### src/rtl/branch_stat_ctrl.sv
// Branch resolution statistics: windowed total/mispredict/cycle counts
// with snapshot registers and a one-cycle-latency read port.
module branch_stat_ctrl #(
  parameter int CNT_W = 32,
  parameter int LEN_W = 16
) (
  input  logic             clk,
  input  logic             rst,
  input  logic             cmd_valid,
  output logic             cmd_ready,
  input  logic [1:0]       cmd_op,
  input  logic [LEN_W-1:0] cmd_len,
  input  logic             update_en,
  input  logic             control_hazard,
  input  logic             rd_req,
  input  logic [1:0]       rd_sel,
  output logic             rd_valid,
  output logic [CNT_W-1:0] rd_data,
  output logic             done
);

  typedef enum logic [1:0] {
    IDLE = 2'b00,
    RUN  = 2'b01,
    HOLD = 2'b10,
    CLR  = 2'b11
  } state_t;

  localparam logic [1:0] OP_START = 2'b01;
  localparam logic [1:0] OP_STOP  = 2'b10;
  localparam logic [1:0] OP_CLEAR = 2'b11;
  localparam logic [CNT_W-1:0] CNT_MAX = '1;
  localparam logic [CNT_W-1:0] CNT_ONE = CNT_W'(1);
  localparam logic [LEN_W-1:0] LEN_ONE = LEN_W'(1);

  state_t state, state_n;

  logic [CNT_W-1:0] live_total, live_false, live_cycles;
  logic [CNT_W-1:0] snap_total, snap_false, snap_cycles;
  logic [CNT_W-1:0] total_n, false_n, cycles_n;
  logic [LEN_W-1:0] remaining;
  logic             sat_total, sat_false, cmd_err;
  logic             acc, start_ok, stop_ok, clear_ok;
  logic             close, err_set, hit;
  logic             tot_ovf, false_ovf;
  logic [CNT_W+4:0] status_w;

  always_comb begin
    cmd_ready = (state != CLR);
    acc       = cmd_valid && cmd_ready;
    clear_ok  = acc && (cmd_op == OP_CLEAR);
    start_ok  = acc && (cmd_op == OP_START)
                && (state == IDLE || state == HOLD);
    stop_ok   = acc && (cmd_op == OP_STOP) && (state == RUN);
    err_set   = acc && (((cmd_op == OP_START) && (state == RUN))
                || ((cmd_op == OP_STOP) && (state != RUN)));
    close     = (state == RUN) && !clear_ok
                && (stop_ok || remaining == LEN_ONE);
    state_n   = state;
    if (clear_ok)           state_n = CLR;
    else if (state == CLR)  state_n = IDLE;
    else if (start_ok)      state_n = RUN;
    else if (close)         state_n = HOLD;
  end

  // Counters stick at all-ones; an increment attempted there is an overflow.
  always_comb begin
    hit       = update_en && control_hazard;
    tot_ovf   = update_en && (live_total == CNT_MAX);
    false_ovf = hit && (live_false == CNT_MAX);
    total_n   = (update_en && !tot_ovf) ? live_total + CNT_ONE : live_total;
    false_n   = (hit && !false_ovf) ? live_false + CNT_ONE : live_false;
    cycles_n  = (live_cycles == CNT_MAX) ? live_cycles
                                         : live_cycles + CNT_ONE;
    status_w  = {{CNT_W{1'b0}}, cmd_err, sat_false, sat_total, state};
  end

  always_ff @(posedge clk or posedge rst) begin
    if (rst) state <= IDLE;
    else     state <= state_n;
  end

  always_ff @(posedge clk or posedge rst) begin
    if (rst) begin
      live_total  <= '0;
      live_false  <= '0;
      live_cycles <= '0;
      snap_total  <= '0;
      snap_false  <= '0;
      snap_cycles <= '0;
      remaining   <= '0;
      sat_total   <= 1'b0;
      sat_false   <= 1'b0;
      cmd_err     <= 1'b0;
      done        <= 1'b0;
      rd_valid    <= 1'b0;
      rd_data     <= '0;
    end else begin
      done     <= close;
      rd_valid <= rd_req;
      if (rd_req) begin
        case (rd_sel)
          2'd0:    rd_data <= snap_total;
          2'd1:    rd_data <= snap_false;
          2'd2:    rd_data <= snap_cycles;
          default: rd_data <= status_w[CNT_W-1:0];
        endcase
      end
      if (clear_ok) begin
        live_total  <= '0;
        live_false  <= '0;
        live_cycles <= '0;
        snap_total  <= '0;
        snap_false  <= '0;
        snap_cycles <= '0;
        remaining   <= '0;
        sat_total   <= 1'b0;
        sat_false   <= 1'b0;
        cmd_err     <= 1'b0;
      end else begin
        if (err_set) cmd_err <= 1'b1;
        if (start_ok) begin
          live_total  <= '0;
          live_false  <= '0;
          live_cycles <= '0;
          remaining   <= cmd_len;
        end else if (state == RUN) begin
          live_total  <= total_n;
          live_false  <= false_n;
          live_cycles <= cycles_n;
          if (tot_ovf)   sat_total <= 1'b1;
          if (false_ovf) sat_false <= 1'b1;
          if (remaining != '0) remaining <= remaining - LEN_ONE;
          if (close) begin
            snap_total  <= total_n;
            snap_false  <= false_n;
            snap_cycles <= cycles_n;
          end
        end
      end
    end
  end

endmodule

### config.mk
export PLATFORM = sky130hd
export DESIGN_NAME = branch_stat_ctrl
export DESIGN_NICKNAME = d
export VERILOG_FILES = /design/src/rtl/branch_stat_ctrl.sv
export SDC_FILE = /design/constraint.sdc
export NUM_CORES = 1
export LEC_CHECK = 0
export BUFFER_PORTS_ARGS = -buffer_cell sky130_fd_sc_hd__buf_2
export CAP_MARGIN = 20
export CORE_MARGIN = 2
export CORE_UTILIZATION = 47
export CTS_CLUSTER_DIAMETER = 120
export DETAILED_ROUTE_END_ITERATION = 10
export PLACE_DENSITY = 0.72
export SYNTH_ARGS = -nofsm -noshare
export SYNTH_HDL_FRONTEND = slang
export SYNTH_SLANG_ARGS = --single-unit
### constraint.sdc
create_clock -name clk -period 7.47 [get_ports clk]
set_input_delay 0.747 -clock clk [delete_from_list [all_inputs] [get_ports clk]]
set_output_delay 0.747 -clock clk [all_outputs]
set_load 0.005 [all_outputs]
; Word-level counts from Yosys, hierarchy flattened
; Index checks and enable logic that the tools add are counted.
[word_totals]
regBits = 247
in_bits = 26
wordCells = 113
[op_classes]
n_addsub = 4
n_eq_ne = 15
muxes = 43
reduce_logical = 37
[op_table]
columns = operator, count
row1 = 2-to-1 mux 32 bit, 24
row2 = "adder 32 x 1 -> 32 bit, second input constant", 3
row3 = "== test 32 bit, second input constant", 3
row4 = case mux 32 bit (3 select lines), 1
row5 = 2-to-1 mux 16 bit, 4
row6 = "== test 16 x 1 -> 1 bit, second input constant", 1
row7 = logical AND 1 bit, 16
row8 = nonzero test 16 bit, 1
row9 = "subtractor 16 x 1 -> 16 bit, second input constant", 1
row10 = "== test 2 bit, second input constant", 5
row11 = 2-to-1 mux 1 bit, 10
row12 = nonzero test 2 bit, 5
row13 = AND reduction 3 bit, 3
row14 = 2-to-1 mux 2 bit, 4
row15 = "== test 2 x 1 -> 1 bit, second input constant", 3
row16 = nonzero test 3 bit, 2
row17 = logical NOT 2 bit, 2
row18 = "inequality test 2 x 1 -> 1 bit, second input constant", 2
row19 = nonzero test 4 bit, 1
row20 = logical NOT 1 bit, 3
row21 = logical OR 1 bit, 3
row22 = "inequality test 2 bit, second input constant", 1
row23 = AND reduction 2 bit, 1

; Depth between registers and ports, before layout
[depth]
word_depth = 10
depth_mapped = 10

; Worst setup path before layout
; Ideal clock, no wire load.
[synth_path]
kind = input -> register
from = input port rd_sel[0]
to = register rd_data[0]
setup_time_ps = 125
arrival_time_ps = 2271
required_time_ps = 7345
setup_slack_ps = 5075
path_stages = 4
path_buffers = 2
cell_sequence = clkbuf_1 buf_1 mux4_2 mux2_2
[synth_between]
elab_chain_cells = 2
word_cells_on_any_way = 4
classes_between = eq/ne: 2 / mux: 1 / reduce/logical: 1
[synth_rtl]
columns = element, line_no
row1 = from (decl), 16  ; input logic [1:0] rd_sel,
row2 = == test 2 bit (tied with other cells), 102  ; case (rd_sel)
row3 = case mux 32 bit (3 select lines) *, 102
row4 = to (signal assigned), 103  ; 2'd0: rd_data <= snap_total;
row5 = to (signal assigned), 104  ; 2'd1: rd_data <= snap_false;
row6 = to (signal assigned), 105  ; 2'd2: rd_data <= snap_cycles;
row7 = to (decl), 18  ; output logic [CNT_W-1:0] rd_data,
; Mark *: on every way between the ends. The rest lies on a longest branch, timed or not.
; A chain may end at the register's enable or synchronous reset.

; Worst setup path after layout
[layout_path]
from = register live_cycles[0]
to = register live_cycles[5]
[layout_between]
elab_chain_cells = 5
word_cells_on_any_way = 6
classes_between = add/sub: 1 / eq/ne: 1 / mux: 4
[layout_rtl]
columns = element, line_no
row1 = from (decl), 38  ; logic [CNT_W-1:0] live_total, live_false, live_cycles;
row2 = from (signal assigned), 130  ; live_cycles <= cycles_n;
row3 = adder 32 x 1 -> 32 bit or == test 32 bit (tied branches), "74, 73"
row4 = 2-to-1 mux 32 bit *, 73  ; cycles_n = (live_cycles == CNT_MAX) ? live_cycles
row5 = 2-to-1 mux 32 bit *, 127  ; end else if (state == RUN) begin
row6 = 2-to-1 mux 32 bit *, 122  ; if (start_ok) begin
row7 = 2-to-1 mux 32 bit *, 109  ; if (clear_ok) begin
; Mark *: on every way between the ends. The rest lies on a longest branch, timed or not. The select of a mux whose other input is x is not followed.

==> impl_metrics.ini <==
[global_route]
grt_max_degree = 93
grt_antenna_before_repair = 0
grt_pass1_vias = 10900
grt_pass1_wl_mm = 57.9
grt_overflow = 0
track_usage = 0.233

[layout]
multi_input_area_mm2 = 0.00681
area_growth_pct = 11.0
fillers = 2487
fin_nets = 1513
post-route-cell-area_mm2 = 0.0149
n_antenna_cell = 0
drive_gt1_frac = 0.121
register_area_mm2 = 0.00618

[synth]
ys_seq_elements = 247
synth_cells = 1481
synth.distinct_cells = 71
synthesis.area_mm2 = 0.0134
async_flop_share = 1.00
avgSynthCellArea_um2 = 9.08
synth_edf_count = 0
ys_seq_area_frac = 0.460
yosysTopAreaCellShare = 0.460
ys_warn_count = 0
yosys.cell_count.top_type = dfrtp_1
ys_top_cells_by_area = dfrtp_1 46%, nand2_1 5.9%, o21ai_0 5.1%
synth_top_flop_cell = dfrtp_1
synthTopCellsByCount = 247 x dfrtp_1, 212 x nand2_1, 137 x o21ai_0
syn-num-nets = 1512
synth_largest_area_cell = dfrtp_1

[setup_path]
crit_path_start_kind = register
cp.buffers_inverters = 0
arrival_ns = 3.35
path_depth = 7
crit_end = live_cycles[5]
crit_type = reg -> reg
worstPathMaxFanout = 12
worstReg2RegEnd = live_cycles[5]
ff2ff_setup_slack_ns = 4.56
path_cells = ha_1 -> and3_2 -> and2_0 -> nand4_1 -> and3_1 -> or2_2 -> a31oi_1
critPathSlowestCell = nand4_1
max_stage_delay_ns = 0.61
r2r_cells = 7
endpoint_kind = register
r2r_start = live_cycles[0]
startpoint = live_cycles[0]
cp_top_family = simple AND/OR/NAND/NOR gates
critPathRequiredTime_ns = 7.91

[route]
drt-total-wl_mm = 35.0
via_per_inst = 6.05
via_count = 11400
wl_per_cell_um = 18.6
first_pass_iters = 7
first_iter_violations = 1215
drc = 0
ant_nets = 0

[clocking]
cts_root_buffer = clkbuf_16
clock-sinks = 247
cts_buffers = 27
ctsResizeCount = 0
cts_post_setup_buffers_inserted = 0
cts.path.max_buffers = 3
cts_tree = built
hold_buffers = 0
htreeDepth = 1
clkSlewWorstSetupHoldPaths_ns = 0.06
clk_latency_ns = 0.53

[floorplan]
core_area_mm2 = 0.0280
ios = 61
fp.dieH_um = 173
initial_utilization = 0.480
die_w_um = 173
dieArea_mm2 = 0.0300
rows = 61

[place]
dpl_worst_slack_ns = 4.22
post-dp-hpwl_mm = 22.7
gp_congestion = 0.893
placed_area_mm2 = 0.0140
io_buffers = 60

[timing]
clock.fmax_mhz = 344
tightestPinTransition_ns = 1.09
slew_violations = 0
slew_headroom = 0.272
fin_crit_ns = 2.91
final-hold-violation-count = 0
setup_ws_ns = 4.56
skew_ns = 0.0150
finalSetupViolCount = 0
rsz0062_at_grt = false
min_period_over_period = 0.390
tns_ns = 0

[power]
leakagePower_uw = 0.00640
power.density_mw_per_mm2 = 265
irDropWorstVdd_uv = 175

[hold_path]
hold_class = in -> async

[run]
cap_viol_max_count = 0

[run_status]
outcome = finished, final reports clean
==> final cells by class <==
| class | instances | share of cell area |
|---|---|---|
| Multi-Input combinational cell | 1109 | 0.457 |
| Tap cell | 378 | 0.0317 |
| Sequential cell | 247 | 0.414 |
| Clock buffer | 37 | 0.0525 |
| Inverter | 19 | 0.00503 |
| Clock inverter | 11 | 0.00872 |
| Timing Repair Buffer | 78 | 0.0314 |
==> routing by layer <==
metal / track usage / share of wire / vias to the layer above
met2: 0.370 / 0.46 / 405
met5: 0 / 0 / -
li1: - / - / 5368
met3: 0.0237 / 0.064 / 66
met4: 0.0629 / 0.024 / 0
met1: 0.342 / 0.45 / 5533
==> placed cells by master (no fill, tap or decap), drive strengths merged, types with 15 or more instances in the layout <==
cell type / instances
and3: 26
o31ai: 67
xnor2: 49
nor3: 21
xor2: 44
dfrtp: 247
nand4: 34
mux2i: 31
a31oi: 57
and2: 16
inv: 18
nor4: 15
nor2: 101
a21oi: 128
nand2: 212
and4: 22
clkbuf: 37
o21ai: 146
buf: 78
nand3: 43
==> kinds of logic after synthesis <==
family | Yosys count | synth area share
multiplexers | 42 | 0.0365
flip-flops | 247 | 0.460
adder cells (fa/ha/maj) | 5 | 0.00465
AND/OR/NAND/NOR | 523 | 0.196
XOR/XNOR | 93 | 0.0606
buffers and inverters | 125 | 0.0387
AO/OA/AOI/OAI | 446 | 0.204
==> registers in the layout, summed over array words and instances, names as in the netlist <==
name	count
snap_cycles	32
snap_false	32
state	2
cmd_err	1
rd_data	32
sat_total	1
live_cycles	32
done	1
snap_total	32
live_total	32
live_false	32
remaining	16
sat_false	1
rd_valid	1
==> stage by stage <==
step	power, uW	utilization	cells	hold slack [ns]
final	3960	0.533	1879	0.294
after global routing	4160	0.533	1879	0.319
after CTS	3970	0.531	1876	0.292
after detailed placement	2590	0.498	1828	0.466
after global placement	2570	0.498	1828	0.456
after floorplan	2270	-	1481	0.443
==> report_power, final <==
group	switching, uW	total, uW	internal (uW)
registers	168	1670	1500
clock network	535	1370	831
logic	638	926	288
==> how the worst min path moves through the flow <==
stage	startpoint	endpoint	slack, ns	cells past startpoint
floorplan	snap_cycles[2]	snap_cycles[2]	0.44	2
global placement	snap_false[3]	snap_false[3]	0.46	2
detailed placement	snap_false[2]	snap_false[2]	0.47	2
CTS	rst	live_total[22]	0.29	2
global route	rst	snap_total[21]	0.32	2
finish	rst	live_total[21]	0.29	2
==> worst reg2reg max path: stages, from the launching register on <==
cell     delay (ns)
dfrtp_1        0.44
ha_1           0.28
and3_2         0.24
and2_0         0.36
nand4_1        0.62
and3_1         0.46
or2_2          0.27
a31oi_1        0.16
Power figures use the tool's default switching activity.
